$ cat src/rtl/map_ram_port_arbiter_if.sv
// Port-B bundle between the map RAM requesters, the RAM and the arbiter.
// slave: arbiter side. master: requester/RAM side.
interface map_ram_port_arbiter_if #(
  parameter int NREQ = 3
);
  logic [NREQ-1:0]     req;
  logic [NREQ*5-1:0]   addr_in;
  logic [NREQ*160-1:0] wrdata_in;
  logic [NREQ-1:0]     wren_in;
  logic [159:0]        ram_q;
  logic [NREQ-1:0]     gnt;
  logic [4:0]          ram_addr;
  logic [159:0]        ram_wrdata;
  logic                ram_wren;
  logic [159:0]        rdata;
  logic [NREQ-1:0]     rdvalid;
  logic                busy;
  logic                timeout_err;

  modport slave (
    input  req, addr_in, wrdata_in,
    input  wren_in, ram_q,
    output gnt, ram_addr, ram_wrdata,
    output ram_wren, rdata, rdvalid,
    output busy, timeout_err
  );

  modport master (
    output req, addr_in, wrdata_in,
    output wren_in, ram_q,
    input  gnt, ram_addr, ram_wrdata,
    input  ram_wren, rdata, rdvalid,
    input  busy, timeout_err
  );
endinterface

$ cat src/rtl/map_ram_port_arbiter.sv
// Lock-based round-robin arbiter for port B of the 32x160 map RAM.
// Ports: CLOCK_50, reset (sync, active-high), bus (slave modport).
module map_ram_port_arbiter #(
  parameter int NREQ     = 3,
  parameter int MAX_HOLD = 16,
  parameter int PTR_W    = 3
) (
  input logic                   CLOCK_50,
  input logic                   reset,
  map_ram_port_arbiter_if.slave bus
);
  localparam int CNT_W = $clog2(MAX_HOLD + 1);

  typedef enum logic {
    S_IDLE,
    S_GRANT
  } state_t;

  state_t           r_state;
  logic [NREQ-1:0]  r_gnt;
  logic [NREQ-1:0]  r_mask;
  logic [PTR_W-1:0] r_ptr;
  logic [PTR_W-1:0] r_idx;
  logic [CNT_W-1:0] r_cnt;
  logic             r_tout;

  logic [4:0]       w_addr;
  logic [159:0]     w_wd;
  logic             w_we;
  logic             w_reqg;
  logic             w_busy;
  logic             w_force;
  logic             w_rel;
  logic [NREQ-1:0]  w_mask_nx;
  logic [NREQ-1:0]  w_elig;
  logic [PTR_W-1:0] w_ptr_nx;
  logic [PTR_W-1:0] w_base;
  logic [PTR_W-1:0] w_pick;

  always_comb begin
    w_addr = '0;
    w_wd   = '0;
    w_we   = 1'b0;
    w_reqg = 1'b0;
    for (int i = 0; i < NREQ; i++) begin
      if (r_gnt[i]) begin
        w_addr = bus.addr_in[5*i +: 5];
        w_wd   = bus.wrdata_in[160*i +: 160];
        w_we   = bus.wren_in[i];
        w_reqg = bus.req[i];
      end
    end
  end

  assign w_busy  = (r_state == S_GRANT);
  // Release happens on the edge that would make the count MAX_HOLD,
  // so the grant lasts exactly MAX_HOLD cycles.
  assign w_force = w_busy & w_reqg &
                   (r_cnt == CNT_W'(MAX_HOLD - 1));
  assign w_rel   = w_busy & (~w_reqg | w_force);

  assign w_ptr_nx = (r_idx == PTR_W'(NREQ - 1)) ?
                    '0 : r_idx + PTR_W'(1);

  // A forced-out requester stays masked until it drops req.
  assign w_mask_nx = (r_mask & bus.req) |
                     (w_force ? r_gnt : '0);
  assign w_elig    = bus.req & ~w_mask_nx;
  assign w_base    = w_busy ? w_ptr_nx : r_ptr;

  // Smallest forward distance from w_base wins; descending k
  // lets the nearest candidate overwrite farther ones.
  always_comb begin
    w_pick = '0;
    for (int k = NREQ - 1; k >= 0; k--) begin
      for (int i = 0; i < NREQ; i++) begin
        if (w_elig[i] &&
            ((i == int'(w_base) + k) ||
             (i == int'(w_base) + k - NREQ)))
          w_pick = PTR_W'(i);
      end
    end
  end

  always_ff @(posedge CLOCK_50) begin
    if (reset) begin
      r_state <= S_IDLE;
      r_gnt   <= '0;
      r_mask  <= '0;
      r_ptr   <= '0;
      r_idx   <= '0;
      r_cnt   <= '0;
      r_tout  <= 1'b0;
    end else begin
      r_mask <= w_mask_nx;
      unique case (r_state)
        S_IDLE: begin
          if (|w_elig) begin
            r_state <= S_GRANT;
            r_gnt   <= NREQ'(1) << w_pick;
            r_idx   <= w_pick;
            r_cnt   <= '0;
          end
        end
        S_GRANT: begin
          if (w_rel) begin
            r_ptr <= w_ptr_nx;
            if (w_force)
              r_tout <= 1'b1;
            if (|w_elig) begin
              r_gnt <= NREQ'(1) << w_pick;
              r_idx <= w_pick;
              r_cnt <= '0;
            end else begin
              r_state <= S_IDLE;
              r_gnt   <= '0;
              r_cnt   <= '0;
            end
          end else if (r_cnt != CNT_W'(MAX_HOLD)) begin
            r_cnt <= r_cnt + CNT_W'(1);
          end
        end
      endcase
    end
  end

  assign bus.gnt         = r_gnt;
  assign bus.ram_addr    = w_addr;
  assign bus.ram_wrdata  = w_wd;
  assign bus.ram_wren    = w_we & w_reqg;
  assign bus.rdata       = bus.ram_q;
  // The first grant cycle only presents the address.
  assign bus.rdvalid     = (r_cnt != '0) ? r_gnt : '0;
  assign bus.busy        = w_busy;
  assign bus.timeout_err = r_tout;
endmodule
$ cat src/flat_wrapper.sv
// flat-port wrapper written by rule: the top's interface ports become plain ports
module map_ram_port_arbiter_flat 
#(
  parameter int NREQ     = 3,
  parameter int MAX_HOLD = 16,
  parameter int PTR_W    = 3
)
  (CLOCK_50, reset, bus_req, bus_addr_in, bus_wrdata_in, bus_wren_in, bus_ram_q, bus_gnt, bus_ram_addr, bus_ram_wrdata, bus_ram_wren, bus_rdata, bus_rdvalid, bus_busy, bus_timeout_err);
  map_ram_port_arbiter_if #(.NREQ(NREQ)) bus_i ();
  input logic CLOCK_50;
  input logic reset;
  input wire logic [$bits(bus_i.req)-1:0] bus_req;
  input wire logic [$bits(bus_i.addr_in)-1:0] bus_addr_in;
  input wire logic [$bits(bus_i.wrdata_in)-1:0] bus_wrdata_in;
  input wire logic [$bits(bus_i.wren_in)-1:0] bus_wren_in;
  input wire logic [$bits(bus_i.ram_q)-1:0] bus_ram_q;
  output wire logic [$bits(bus_i.gnt)-1:0] bus_gnt;
  output wire logic [$bits(bus_i.ram_addr)-1:0] bus_ram_addr;
  output wire logic [$bits(bus_i.ram_wrdata)-1:0] bus_ram_wrdata;
  output wire logic [$bits(bus_i.ram_wren)-1:0] bus_ram_wren;
  output wire logic [$bits(bus_i.rdata)-1:0] bus_rdata;
  output wire logic [$bits(bus_i.rdvalid)-1:0] bus_rdvalid;
  output wire logic [$bits(bus_i.busy)-1:0] bus_busy;
  output wire logic [$bits(bus_i.timeout_err)-1:0] bus_timeout_err;
  assign bus_i.req = bus_req;
  assign bus_i.addr_in = bus_addr_in;
  assign bus_i.wrdata_in = bus_wrdata_in;
  assign bus_i.wren_in = bus_wren_in;
  assign bus_i.ram_q = bus_ram_q;
  assign bus_gnt = bus_i.gnt;
  assign bus_ram_addr = bus_i.ram_addr;
  assign bus_ram_wrdata = bus_i.ram_wrdata;
  assign bus_ram_wren = bus_i.ram_wren;
  assign bus_rdata = bus_i.rdata;
  assign bus_rdvalid = bus_i.rdvalid;
  assign bus_busy = bus_i.busy;
  assign bus_timeout_err = bus_i.timeout_err;
  map_ram_port_arbiter #(.NREQ(NREQ), .MAX_HOLD(MAX_HOLD), .PTR_W(PTR_W)) u_core (.CLOCK_50(CLOCK_50), .reset(reset), .bus(bus_i));
endmodule
$ cat config.mk
export PLATFORM = sky130hd
export DESIGN_NAME = map_ram_port_arbiter_flat
export DESIGN_NICKNAME = d
export VERILOG_FILES = /design/src/rtl/map_ram_port_arbiter_if.sv /design/src/rtl/map_ram_port_arbiter.sv /design/src/flat_wrapper.sv
export SDC_FILE = /design/constraint.sdc
export NUM_CORES = 1
export LEC_CHECK = 0
export BUFFER_PORTS_ARGS = -buffer_cell sky130_fd_sc_hd__buf_2
export CORE_AREA = 10 10 381 383
export CTS_BUF_LIST = sky130_fd_sc_hd__clkbuf_2
export CTS_CLUSTER_SIZE = 14
export DETAILED_ROUTE_END_ITERATION = 7
export DIE_AREA = 0 0 391 393
export SKIP_CTS_REPAIR_TIMING = 1
export SYNTH_ARGS = -nofsm -noshare
export SYNTH_HDL_FRONTEND = slang
export SYNTH_SLANG_ARGS = --single-unit
$ cat constraint.sdc
create_clock -name CLOCK_50 -period 4.3 [get_ports CLOCK_50]
set_input_delay 0.43 -clock CLOCK_50 [delete_from_list [all_inputs] [get_ports CLOCK_50]]
set_output_delay 0.43 -clock CLOCK_50 [all_outputs]
set_load 0.02 [all_outputs]
; Yosys cells after proc, flatten, opt, wreduce, memory -nomap -nowiden
; Index checks and enable logic that the tools add are counted.
[totals]
n_memories = 0
word_cells = 108
output_inout_bits = 334
input_bits = 663
latchBits = 0
reg_bits = 19
rom_bits = 0
ramBits = 0
[classes]
order_cmp = 0
eq_ne = 18
n_shift = 1
n_bitwise = 11
multipliers = 0
n_reduce_logical = 26
muxes = 38
add_sub_neg = 7
n_div = 0
[ops]
columns = op, count
row1 = $mux W160, 3
row2 = $eq A2 B32 Y1 const A, 5
row3 = $eq A3 B32 Y1 const A, 5
row4 = $logic_not A32 Y1, 4
row5 = $sub A32 B3 Y32 const B, 2
row6 = $mux W5, 6
row7 = $mux W3, 9
row8 = $mux W2, 7
row9 = $pmux W3 S2, 2
row10 = $pmux W5 S2, 1
row11 = $mux W1, 9
row12 = $logic_and A1 B1 Y1, 8
row13 = $logic_or A1 B1 Y1, 8
row14 = $and A3 B3 Y3, 2
row15 = $reduce_and A2 Y1, 3
row16 = $add A5 B1 Y5 const B, 1
row17 = $eq A5 B4 Y1 const B, 1
row18 = $ne A5 B5 Y1 const B, 1
row19 = $reduce_bool A5 Y1, 1
row20 = $add A3 B1 Y4 const B, 1
row21 = $add A3 B2 Y4 const B, 1
row22 = $and A1 B1 Y1, 4
row23 = $sub A3 B2 Y4 const B, 1
row24 = $add A3 B1 Y3 const B, 1
row25 = other kinds (14), 15

; Depth between registers and ports, before layout
; Gate-level depths: netlist of the first run.
[depth]
depth_word = 22
ltp_mapped = 16
depth_no_buf = 15

; Least setup slack after synthesis of the first run
; Ideal clock, no wire load.
[synth_timing]
path_type = reg2reg
startpoint = register u_core.r_state, in the netlist u_core.bus.busy
endpoint = register u_core.r_gnt[0], in the netlist u_core.bus.gnt[0]
path_stages_with_launch = 13
t_required_ps = 4216
synth_period_minus_slack_ps = 3518
setup_time_ps = 84
path_slack_ps = 782
t_arrival_ps = 3433
n_path_buf = 1
path_cell_list = dfxtp_1 -> buf_4 -> mux2_2 -> ha_1 -> or3_4 -> nor2b_1 -> ha_1 -> nor3b_1 -> nand2_1 -> a221o_1 -> and4b_1 -> o21a_1 -> o31ai_2
[synth_between]
elab_chain_cells = 19
elab_cells_between_ends = 64
classes_between = add/sub (5) / eq/ne (14) / shift (1) / mux (14) / bitwise (8) / reduce/logical (22)
[synth_lines]
columns = element, line_no
row1 = "start, declared", map_ram_port_arbiter.sv:19  ; state_t r_state;
row2 = "start signal, assigned", map_ram_port_arbiter.sv:87  ; r_state <= S_IDLE;
row3 = "start signal, assigned", map_ram_port_arbiter.sv:99  ; r_state <= S_GRANT;
row4 = "start signal, assigned", map_ram_port_arbiter.sv:115  ; r_state <= S_IDLE;
row5 = branches (longest 19 deep; another with $sub A32 B3 Y32), --
row6 = "end signal, assigned", map_ram_port_arbiter.sv:100  ; r_gnt <= NREQ'(1) << w_pick;
row7 = "end signal, assigned", map_ram_port_arbiter.sv:111  ; r_gnt <= NREQ'(1) << w_pick;
row8 = "end, declared", map_ram_port_arbiter.sv:20  ; logic [NREQ-1:0] r_gnt;
; Several ways; the timed one is not identified. The select of a mux whose other input is x is not followed.
; A chain may end at the register's enable or synchronous reset.

; Worst setup path in the final report of the first run
[layout_timing]
startpoint = register u_core.r_idx[1]
endpoint = register u_core.r_gnt[1], in the netlist u_core.bus.gnt[1]
[layout_between]
elab_chain_cells = 20
elab_cells_between_ends = 54
classes_between = add/sub (6) / eq/ne (13) / shift (1) / mux (14) / reduce/logical (20)
[layout_lines]
columns = element, line_no
row1 = "start, declared", map_ram_port_arbiter.sv:23  ; logic [PTR_W-1:0] r_idx;
row2 = "start signal, assigned", map_ram_port_arbiter.sv:101  ; r_idx <= w_pick;
row3 = "start signal, assigned", map_ram_port_arbiter.sv:112  ; r_idx <= w_pick;
row4 = $add A3 B1 Y3 or $eq A3 B2 Y1 (tied branches), "map_ram_port_arbiter.sv:63, map_ram_port_arbiter.sv:62"
row5 = $mux W3 (*), map_ram_port_arbiter.sv:62  ; assign w_ptr_nx = (r_idx == PTR_W'(NREQ - 1)) ?
row6 = $mux W3 (*), map_ram_port_arbiter.sv:69  ; assign w_base = w_busy ? w_ptr_nx : r_ptr;
row7 = $add A3 B2 Y4, --
row8 = $sub A32 B3 Y32, map_ram_port_arbiter.sv:79  ; (i == int'(w_base) + k - NREQ)))
row9 = $eq A2 B32 Y1, map_ram_port_arbiter.sv:79
row10 = $logic_or A1 B1 Y1, map_ram_port_arbiter.sv:78  ; ((i == int'(w_base) + k) ||
row11 = $logic_and A1 B1 Y1, map_ram_port_arbiter.sv:77  ; if (w_elig[i] &&
row12 = $mux W1, map_ram_port_arbiter.sv:77
row13 = $mux W2 (6 in series), map_ram_port_arbiter.sv:77
row14 = $mux W2 (*), map_ram_port_arbiter.sv:77
row15 = $shl A1 B2 Y3 (*), "map_ram_port_arbiter.sv:100, map_ram_port_arbiter.sv:111"
row16 = $mux W3, map_ram_port_arbiter.sv:110  ; if (|w_elig) begin
row17 = $mux W3, map_ram_port_arbiter.sv:106  ; if (w_rel) begin
row18 = $pmux W3 S2 (*), map_ram_port_arbiter.sv:96  ; unique case (r_state)
; Mark *: on every way between the ends. The rest lies on a longest branch, timed or not. The select of a mux whose other input is x is not followed.

==> results of run 1 <==
[cells in the final DEF (no fill, tap or decap), drive strengths merged, types with 4 or more instances in the layout]
master,count
buf,700
nand2,182
o21ai,173
a22oi,167
nor2,18
dfxtp,18
ha,16
diode,15
inv,11
nand3,10
a21oi,10
nor2b,9
nor3,6
a31oi,6
and3,5
nand2b,4
o2111ai,4
and2,4
[per-layer routing]
metal  up-vias  GRT usage, %  part of all wire, %
met5         -             0                0.056
met1      4654          12.8                   37
met2       868          17.3                   44
met4        10          2.38                  3.0
met3       238          7.33                   16
li1       4160             -                    -
[path summary, 6_finish.rpt]
kind	slack (ns)	cells past startpoint	endpoint
min reg2reg	0.48	2	u_core.r_mask[0]$_SDFF_PP0_
min	0.35	2	u_core.r_mask[2]$_SDFF_PP0_
max reg2reg	0.53	12	u_core.bus.gnt[1]$_SDFFE_PP0P_
max	0.53	12	u_core.bus.gnt[1]$_SDFFE_PP0P_
[cells by family after synthesis]
| family | share of synthesized area (%) |
|---|---|
| AO/OA/AOI/OAI | 43.3 |
| AND/OR/NAND/NOR | 19.7 |
| buffers and inverters | 26.8 |
| flip-flops | 6.25 |
| adder cells (fa/ha/maj) | 3.47 |
| XOR/XNOR | 0.304 |
| multiplexers | 0.195 |
[final cells by class]
| class | count | share of cell area [%] |
|---|---|---|
| multi-input combinational | 665 | 38.0 |
| sequential | 18 | 3.62 |
| timing repair buffer | 700 | 35.3 |
| antenna | 15 | 0.369 |
| clock inverter | 1 | 0.0369 |
| clock buffer | 3 | 0.148 |
| inverter | 11 | 0.406 |
| tap | 1794 | 22.1 |
[through the flow]
stage / power, mW / area, sq um
floorplan: 2.25 / 5760
global placement: 4.24 / 10100
detailed placement: 4.24 / 10100
CTS: 4.34 / 10100
global route: 4.58 / 10100
finish: 4.25 / 10200
[worst register-to-register path, delay by kind of cell (launching register included)]
family                   cells  cell delay, ns
flip-flops                   1            0.57
multiplexers                 1            0.35
adder cells (fa/ha/maj)      2            0.59
AO/OA/AOI/OAI                3            0.74
AND/OR/NAND/NOR              6            1.44
[power breakdown]
| part | leakage, nW | switching [mW] | internal (mW) |
|---|---|---|---|
| Combinational | 4.06 | 2.84 | 1.03 |
| Clock | 0.0141 | 0.0679 | 0.0202 |
| Sequential | 0.148 | 0.105 | 0.185 |
[flip-flops by register name, summed over array words and instances, names as in the netlist]
| signal | count |
|---|---|
| u_core.r_mask | 3 |
| u_core.bus.busy | 1 |
| u_core.r_idx | 2 |
| u_core.bus.timeout_err | 1 |
| u_core.r_ptr | 3 |
| u_core.bus.gnt | 3 |
| u_core.r_cnt | 5 |
==> out/metrics.cfg, run 1 <==
[routing]
wl_per_cell_microns = 29.4
routed_wl_microns = 94400
vias = 9930
viasPerCell = 3.10
drtIter0Drc = 1201
drtAntennaViolNets = 0
route.detailed.drc = 0
dr.pass1.iters = 5

[grt]
grt_max_degree = 154
track_usage_pct = 11.2
antenna_found_initial = 110
first_global_vias = 9117
grt_first_pass_wirelength_microns = 111000
grt-ovfl-total = 0

[synthesis]
synth_commonest_cells = 182 x nand2_1, 169 x o21ai_0, 167 x a22oi_1
synth_edf_count = 0
synth-seq-cells = 18
synthMostInstantiatedCell = nand2_1
synthesis.nets = 1612
syn_inst = 933
async_flop_share_pct = 0
synth_flop_cell = dfxtp_1
ys.warnings.count = 0
ys_seq_area_share_pct = 6.25
synth_area_sq_um = 5760
synth.avg_cell_area_sq_um = 6.18
synth_top_cell_by_area = a22oi_1
yosysUniqueCellTypes = 56
ys_top_cells_by_area = a22oi_1 22%, buf_4 21%, o21ai_0 15%
yosysTopAreaCellShare_pct = 21.8

[die]
io_pins = 997
core_sq_um = 137000
die_w_microns = 391
start_util_pct = 4.20
fp.dieH_microns = 393
dieArea_sq_um = 154000
rows = 136

[critical_path]
rr_startpoint = u_core.r_idx[1]$_SDFFE_PP0P_
slowest_delay_ns = 0.57
critPathTopFamily = simple AND/OR/NAND/NOR gates
cp.required_ns = 4.54
cpMostUsedCell = ha_1
path_cells = and2b_1, mux2_2, ha_1, or3_4, nor2b_1, ha_1, nor3b_1, nand2_1, a221o_1, and4b_1, o211ai_1, a31oi_1
start_kind = flip-flop
critical_path_arrival_ns = 4.01
slowest_stage = dfxtp_1
worstSetupPathType = reg -> reg
cp_max_fo = 8
crit_path_end_kind = flip-flop
crit_buf_inv = 0
cp-startpoint = u_core.r_idx[1]$_SDFFE_PP0P_

[run]
maxCapViolCount = 0

[cts]
insertion_delay_ns = 0.33
clk_root_buffer_cell = clkbuf_2
cts_max_level = 1
cts_buffers = 3
cts_tree = built
clock_sinks = 18
cts_buffer_depth = 2
cts.clk_slew.worst_paths_ns = 0.22

[timing]
layout_setup_ws_ns = 0.533
grt_setup_unrepaired = no
period_share_pct = 87.6
finalCriticalPeriod_ns = 3.77
holdWs_ns = 0.349
maxSlewHeadroom_pct = 46.3
worst_pin_slew_ns = 0.797
setup_tns_ns = 0
fin_worst_skew_ns = 0.00721
timing.fmax_ghz = 0.265
slew_violations = 0
finalHoldViolations = 0
finalSetupViolations = 0

[layout]
fillers = 16400
drive_gt1_share_pct = 51.1
multi_input_area_sq_um = 3870
fin_nets = 2078
ff_latch_area_sq_um = 368
area_growth_pct = 76.4
utilization_pct = 7.41
stdcell_count = 3207

[worst_hold_path]
hold_start = bus_req[2]
hold_path.class = in -> reg

[placement]
dpl.hpwl_microns = 87400
dp_slack_ns = 0.550
dpl.cell_count = 3188
routabilityCongestion = 1.02
port_buffers = 676

[power]
power_leakage_nw = 4.23
p_per_area_nw_per_um2 = 418
vdd_drop_max_v = 0.000252

[run_status]
status = finished, final reports clean

(Power assumes the default switching activity.)
==> run 2: changes to the inputs <==
--- a/config.mk
+++ b/config.mk
@@ -13,2 +13,3 @@
 export DIE_AREA = 0 0 391 393
+export SETUP_SLACK_MARGIN = 0.1
 export SKIP_CTS_REPAIR_TIMING = 1
--- a/constraint.sdc
+++ b/constraint.sdc
@@ -3,2 +3,2 @@
 set_output_delay 0.43 -clock CLOCK_50 [all_outputs]
-set_load 0.02 [all_outputs]
+set_load 0.01 [all_outputs]
==> out/metrics.cfg, run 2 (synthesized netlist as in run 1, its figures left out) <==
[grt]
track_usage_pct = 11.1  ; was 11.2%
grt_first_pass_wirelength_microns = 110000  ; was 111000 microns
antenna_found_initial = 130  ; was 110
grt_max_degree = 111  ; was 154
grt-ovfl-total = 0  ; unchanged
first_global_vias = 9073  ; was 9117

[die]
die_w_microns = 391  ; unchanged
dieArea_sq_um = 154000  ; unchanged
start_util_pct = 4.20  ; unchanged
rows = 136  ; unchanged
core_sq_um = 137000  ; unchanged
io_pins = 997  ; unchanged
fp.dieH_microns = 393  ; unchanged

[cts]
cts_tree = built  ; unchanged
cts.clk_slew.worst_paths_ns = 0.22  ; about the same
cts_max_level = 1  ; unchanged
insertion_delay_ns = 0.33  ; about the same
clock_sinks = 18  ; unchanged
clk_root_buffer_cell = clkbuf_2  ; unchanged
cts_buffers = 3  ; unchanged
cts_buffer_depth = 2  ; unchanged

[placement]
port_buffers = 676  ; unchanged
routabilityCongestion = 1.02  ; about the same
dpl.hpwl_microns = 86700  ; was 87400 microns
dpl.cell_count = 3184  ; was 3188
dp_slack_ns = 0.464  ; was 0.550 ns

[timing]
maxSlewHeadroom_pct = 34.7  ; was 46.3%
fin_worst_skew_ns = 0.0137  ; was 0.00721 ns
layout_setup_ws_ns = 0.488  ; was 0.533 ns
worst_pin_slew_ns = 0.969  ; was 0.797 ns
finalCriticalPeriod_ns = 3.81  ; was 3.77 ns
setup_tns_ns = 0  ; unchanged
grt_setup_unrepaired = no  ; unchanged
timing.fmax_ghz = 0.262  ; was 0.265 GHz
finalSetupViolations = 0  ; unchanged
slew_violations = 0  ; unchanged
period_share_pct = 88.7  ; was 87.6%
finalHoldViolations = 0  ; unchanged

[critical_path]
worstSetupPathType = reg -> reg  ; unchanged
critical_path_arrival_ns = 4.09  ; was 4.01 ns
start_kind = flip-flop  ; unchanged
cp.required_ns = 4.58  ; was 4.54 ns
cp_max_fo = 8  ; unchanged
crit_path_end_kind = flip-flop  ; unchanged

[run_status]
status = finished, final reports clean  ; unchanged

[layout]
top_register = u_core.r_cnt  ; unchanged
utilization_pct = 7.46  ; was 7.41%
fin_nets = 2074  ; was 2078
final_cell_mix = 676 x buf_2, 182 x nand2_1, 169 x o21ai_0  ; unchanged
final_common_cell = buf_2  ; unchanged
drive_gt1_share_pct = 51.1  ; about the same
largest_reg_flops = 5  ; unchanged
stdcell_count = 3205  ; was 3207
area_growth_pct = 77.5  ; was 76.4%

[routing]
drtAntennaViolNets = 0  ; unchanged
route.detailed.drc = 0  ; unchanged
drtIter0Drc = 930  ; was 1201
vias = 9855  ; was 9930
wl_per_cell_microns = 29.2  ; was 29.4 microns
dr.pass1.iters = 6  ; was 5
routed_wl_microns = 93700  ; was 94400 microns
viasPerCell = 3.07  ; was 3.10

[power]
vdd_drop_max_v = 0.000186  ; was 0.000252 V
p_per_area_nw_per_um2 = 371  ; was 418 nW/um^2
power_leakage_nw = 4.23  ; about the same

[run]
maxCapViolCount = 0  ; unchanged

[worst_hold_path]
hold_path.class = in -> reg  ; unchanged

==> run 2: changes by cell type in the layout (fill, tap and decap cells not counted) <==
cell,delta
dfxtp_1,-1
diode_2,+2
buf_4,-11
dfxtp_2,+1
buf_12,+7
==> run 2: per-stage QoR <==
stage,cell area (sq um),power (mW),hold WS (ns)
after floorplan,5760,1.75,0.431
after global placement,10200,3.83,0.441
after detailed placement,10200,3.83,0.448
after CTS,10200,3.93,0.339
after global routing,10200,4.17,0.344
final,10200,3.80,0.362
==> run 2: per-layer routing <==
layer	wire, microns	GRT usage [%]	vias to the layer above
met2	41000	17.2	845
met1	32300	11.9	4519
met3	16500	8.19	300
met4	3420	2.67	32
li1	-	-	4159
met5	396	1.82	-
==> run 2: power by group <==
group | switching [mW] | internal (mW) | leakage [nW]
clock | 0.0648 | 0.0202 | 0.0141
sequential | 0.0887 | 0.186 | 0.148
combinational | 2.38 | 1.06 | 4.06
total | 2.53 | 1.27 | 4.23
==> run 2: critical path: stages, from the launching register on <==
cell and delay (ns):
dfxtp_1 0.56, and2b_1 0.24, mux2_2 0.36, ha_1 0.30, or3_4 0.41, nor2b_1 0.15, ha_1 0.29, nor3b_1 0.36
nand2_1 0.10, a221o_1 0.39, and4b_1 0.22, o21a_1 0.19, o31ai_2 0.20
==> run 2: final timing paths <==
check | startpoint | end | slack [ns] | cells after the start
setup / recovery | u_core.r_idx[1]$_SDFFE_PP0P_ | u_core.bus.gnt[0]$_SDFFE_PP0P_ | 0.49 | 12
hold / removal | bus_req[0] | u_core.r_mask[0]$_SDFF_PP0_ | 0.36 | 3
setup reg to reg | u_core.r_idx[1]$_SDFFE_PP0P_ | u_core.bus.gnt[0]$_SDFFE_PP0P_ | 0.49 | 12
hold reg to reg | u_core.r_ptr[1]$_SDFFE_PP0P_ | u_core.r_ptr[1]$_SDFFE_PP0P_ | 0.48 | 2
==> run 2: layout make-up <==
type	instances	area [sq um]
clock inverters	1	3.75
fillers	16400	127000
repair buffers	696	3650
diodes	17	42.5
flip-flops and latches	18	369
well taps	1794	2240
multi-input cells	665	3870
clock buffers	3	15.0
inverters	11	41.3
==> run 3: changes to the inputs <==
Settings changed: GPL_TIMING_DRIVEN set to 1, PLACE_DENSITY set to 0.3.
==> out/metrics.cfg, run 3 (synthesized netlist as in run 1, its figures left out) <==
[run_status]
status = finished, final reports clean  ; unchanged

[power]
p_per_area_nw_per_um2 = 358  ; was 371 nW/um^2
power_leakage_nw = 4.17  ; was 4.23 nW
vdd_drop_max_v = 0.000132  ; was 0.000186 V

[critical_path]
worstSetupPathType = reg -> reg  ; unchanged
cp.required_ns = 4.50  ; was 4.58 ns
critical_path_arrival_ns = 4.14  ; was 4.09 ns
cp_max_fo = 11  ; was 8
crit_path_end_kind = flip-flop  ; unchanged
start_kind = flip-flop  ; unchanged

[grt]
first_global_vias = 9209  ; was 9073
antenna_found_initial = 211  ; was 130
grt-ovfl-total = 0  ; unchanged
track_usage_pct = 11.9  ; was 11.1%
grt_max_degree = 128  ; was 111
grt_first_pass_wirelength_microns = 117000  ; was 110000 microns

[routing]
drtAntennaViolNets = 0  ; unchanged
drtIter0Drc = 654  ; was 930
wl_per_cell_microns = 31.0  ; was 29.2 microns
vias = 10100  ; was 9855
viasPerCell = 3.14  ; was 3.07
route.detailed.drc = 0  ; unchanged
routed_wl_microns = 99400  ; was 93700 microns
dr.pass1.iters = 5  ; was 6

[layout]
final_cell_mix = 676 x buf_2, 182 x nand2_1, 169 x o21ai_0  ; unchanged
largest_reg_flops = 5  ; unchanged
final_common_cell = buf_2  ; unchanged
fin_nets = 2065  ; was 2074
area_growth_pct = 76.1  ; was 77.5%
top_register = u_core.r_cnt  ; unchanged
stdcell_area_sq_um = 10100  ; was 10200 sq um
drive_gt1_share_pct = 50.8  ; was 51.1%

[cts]
clock_sinks = 18  ; unchanged
cts_buffers = 3  ; unchanged
cts_tree = built  ; unchanged
insertion_delay_ns = 0.31  ; was 0.33 ns
cts.clk_slew.worst_paths_ns = 0.20  ; was 0.22 ns
cts_max_level = 1  ; unchanged
clk_root_buffer_cell = clkbuf_2  ; unchanged
cts_buffer_depth = 2  ; unchanged

[die]
io_pins = 997  ; unchanged
core_sq_um = 137000  ; unchanged
fp.dieH_microns = 393  ; unchanged
start_util_pct = 4.20  ; unchanged
die_w_microns = 391  ; unchanged
rows = 136  ; unchanged
dieArea_sq_um = 154000  ; unchanged

[timing]
period_share_pct = 91.8  ; was 88.7%
worst_pin_slew_ns = 0.832  ; was 0.969 ns
setup_tns_ns = 0  ; unchanged
fin_worst_skew_ns = 0.0116  ; was 0.0137 ns
layout_setup_ws_ns = 0.354  ; was 0.488 ns
maxSlewHeadroom_pct = 43.9  ; was 34.7%
slew_violations = 0  ; unchanged
timing.fmax_ghz = 0.253  ; was 0.262 GHz
grt_setup_unrepaired = no  ; unchanged
finalHoldViolations = 0  ; unchanged
finalSetupViolations = 0  ; unchanged
finalCriticalPeriod_ns = 3.95  ; was 3.81 ns

[placement]
port_buffers = 676  ; unchanged
dpl.hpwl_microns = 91700  ; was 86700 microns
routabilityCongestion = 0.856  ; was 1.02
dpl_cell_area_sq_um = 10100  ; was 10200 sq um
dp_slack_ns = 0.478  ; was 0.464 ns

[worst_hold_path]
hold_path.class = in -> reg  ; unchanged

[run]
maxCapViolCount = 0  ; unchanged

## run 3: changes by cell type in the layout (fill, tap and decap cells not counted)
| cell | delta |
|---|---|
| diode_2 | +7 |
| dfxtp_2 | -1 |
| dfxtp_1 | +1 |
| ha_2 | +1 |
| ha_1 | -1 |
| nor2b_1 | -1 |
| nor2b_2 | +1 |
| buf_12 | -3 |
| buf_4 | -6 |
## run 3: area by class of cell
class / instances / area [sq um]
clock buffers: 3 / 15.0
well taps: 1794 / 2240
flip-flops and latches: 18 / 368
repair buffers: 687 / 3540
inverters: 11 / 41.3
diodes: 24 / 60.1
multi-input cells: 665 / 3870
clock inverters: 1 / 3.75
fillers: 16400 / 127000
## run 3: path summary, 6_finish.rpt
path / from / endpoint / slack [ns] / cells past startpoint
worst max-delay path: u_core.bus.busy$_SDFF_PP0_ / u_core.bus.gnt[1]$_SDFFE_PP0P_ / 0.35 / 14
worst min register to register: u_core.r_mask[0]$_SDFF_PP0_ / u_core.r_mask[0]$_SDFF_PP0_ / 0.47 / 2
worst max register to register: u_core.bus.busy$_SDFF_PP0_ / u_core.bus.gnt[1]$_SDFFE_PP0P_ / 0.35 / 14
worst min-delay path: bus_req[0] / u_core.r_mask[0]$_SDFF_PP0_ / 0.37 / 3
## run 3: worst max-delay path: stages, from the launching register on
cell	delay [ns]
dfxtp_1	0.47
nor3b_4	0.38
nor2_1	0.17
inv_1	0.21
ha_2	0.32
a21boi_1	0.39
nor2_1	0.14
nor2b_1	0.14
ha_1	0.14
nor3b_1	0.36
nand2_1	0.13
a221o_1	0.39
and4b_1	0.22
o211ai_1	0.24
a31oi_1	0.12
## run 3: power breakdown
group / internal, mW / switching (mW) / total, mW
sequential: 0.185 / 0.0906 / 0.276
clock: 0.0202 / 0.0580 / 0.0782
combinational: 1.01 / 2.26 / 3.28
total: 1.22 / 2.41 / 3.63
## run 3: per-stage QoR
step                total power, mW  cells  util [%]  hold WS (ns)
detailed placement             3.66   3175      7.34         0.449
finish                         3.63   3203      7.40         0.375
CTS                            3.76   3179      7.35         0.349
global placement               3.67   3175      7.34         0.443
floorplan                      1.75    933         -         0.431
global route                   4.04   3187      7.37         0.344
## run 3: per-layer routing
metal,vias to the layer above,global-route usage (%),wire [microns]
met3,418,7.77,15300
met1,4490,13.1,35900
met2,962,19.2,44000
met4,54,2.25,3880
li1,4143,-,-
met5,-,0,350
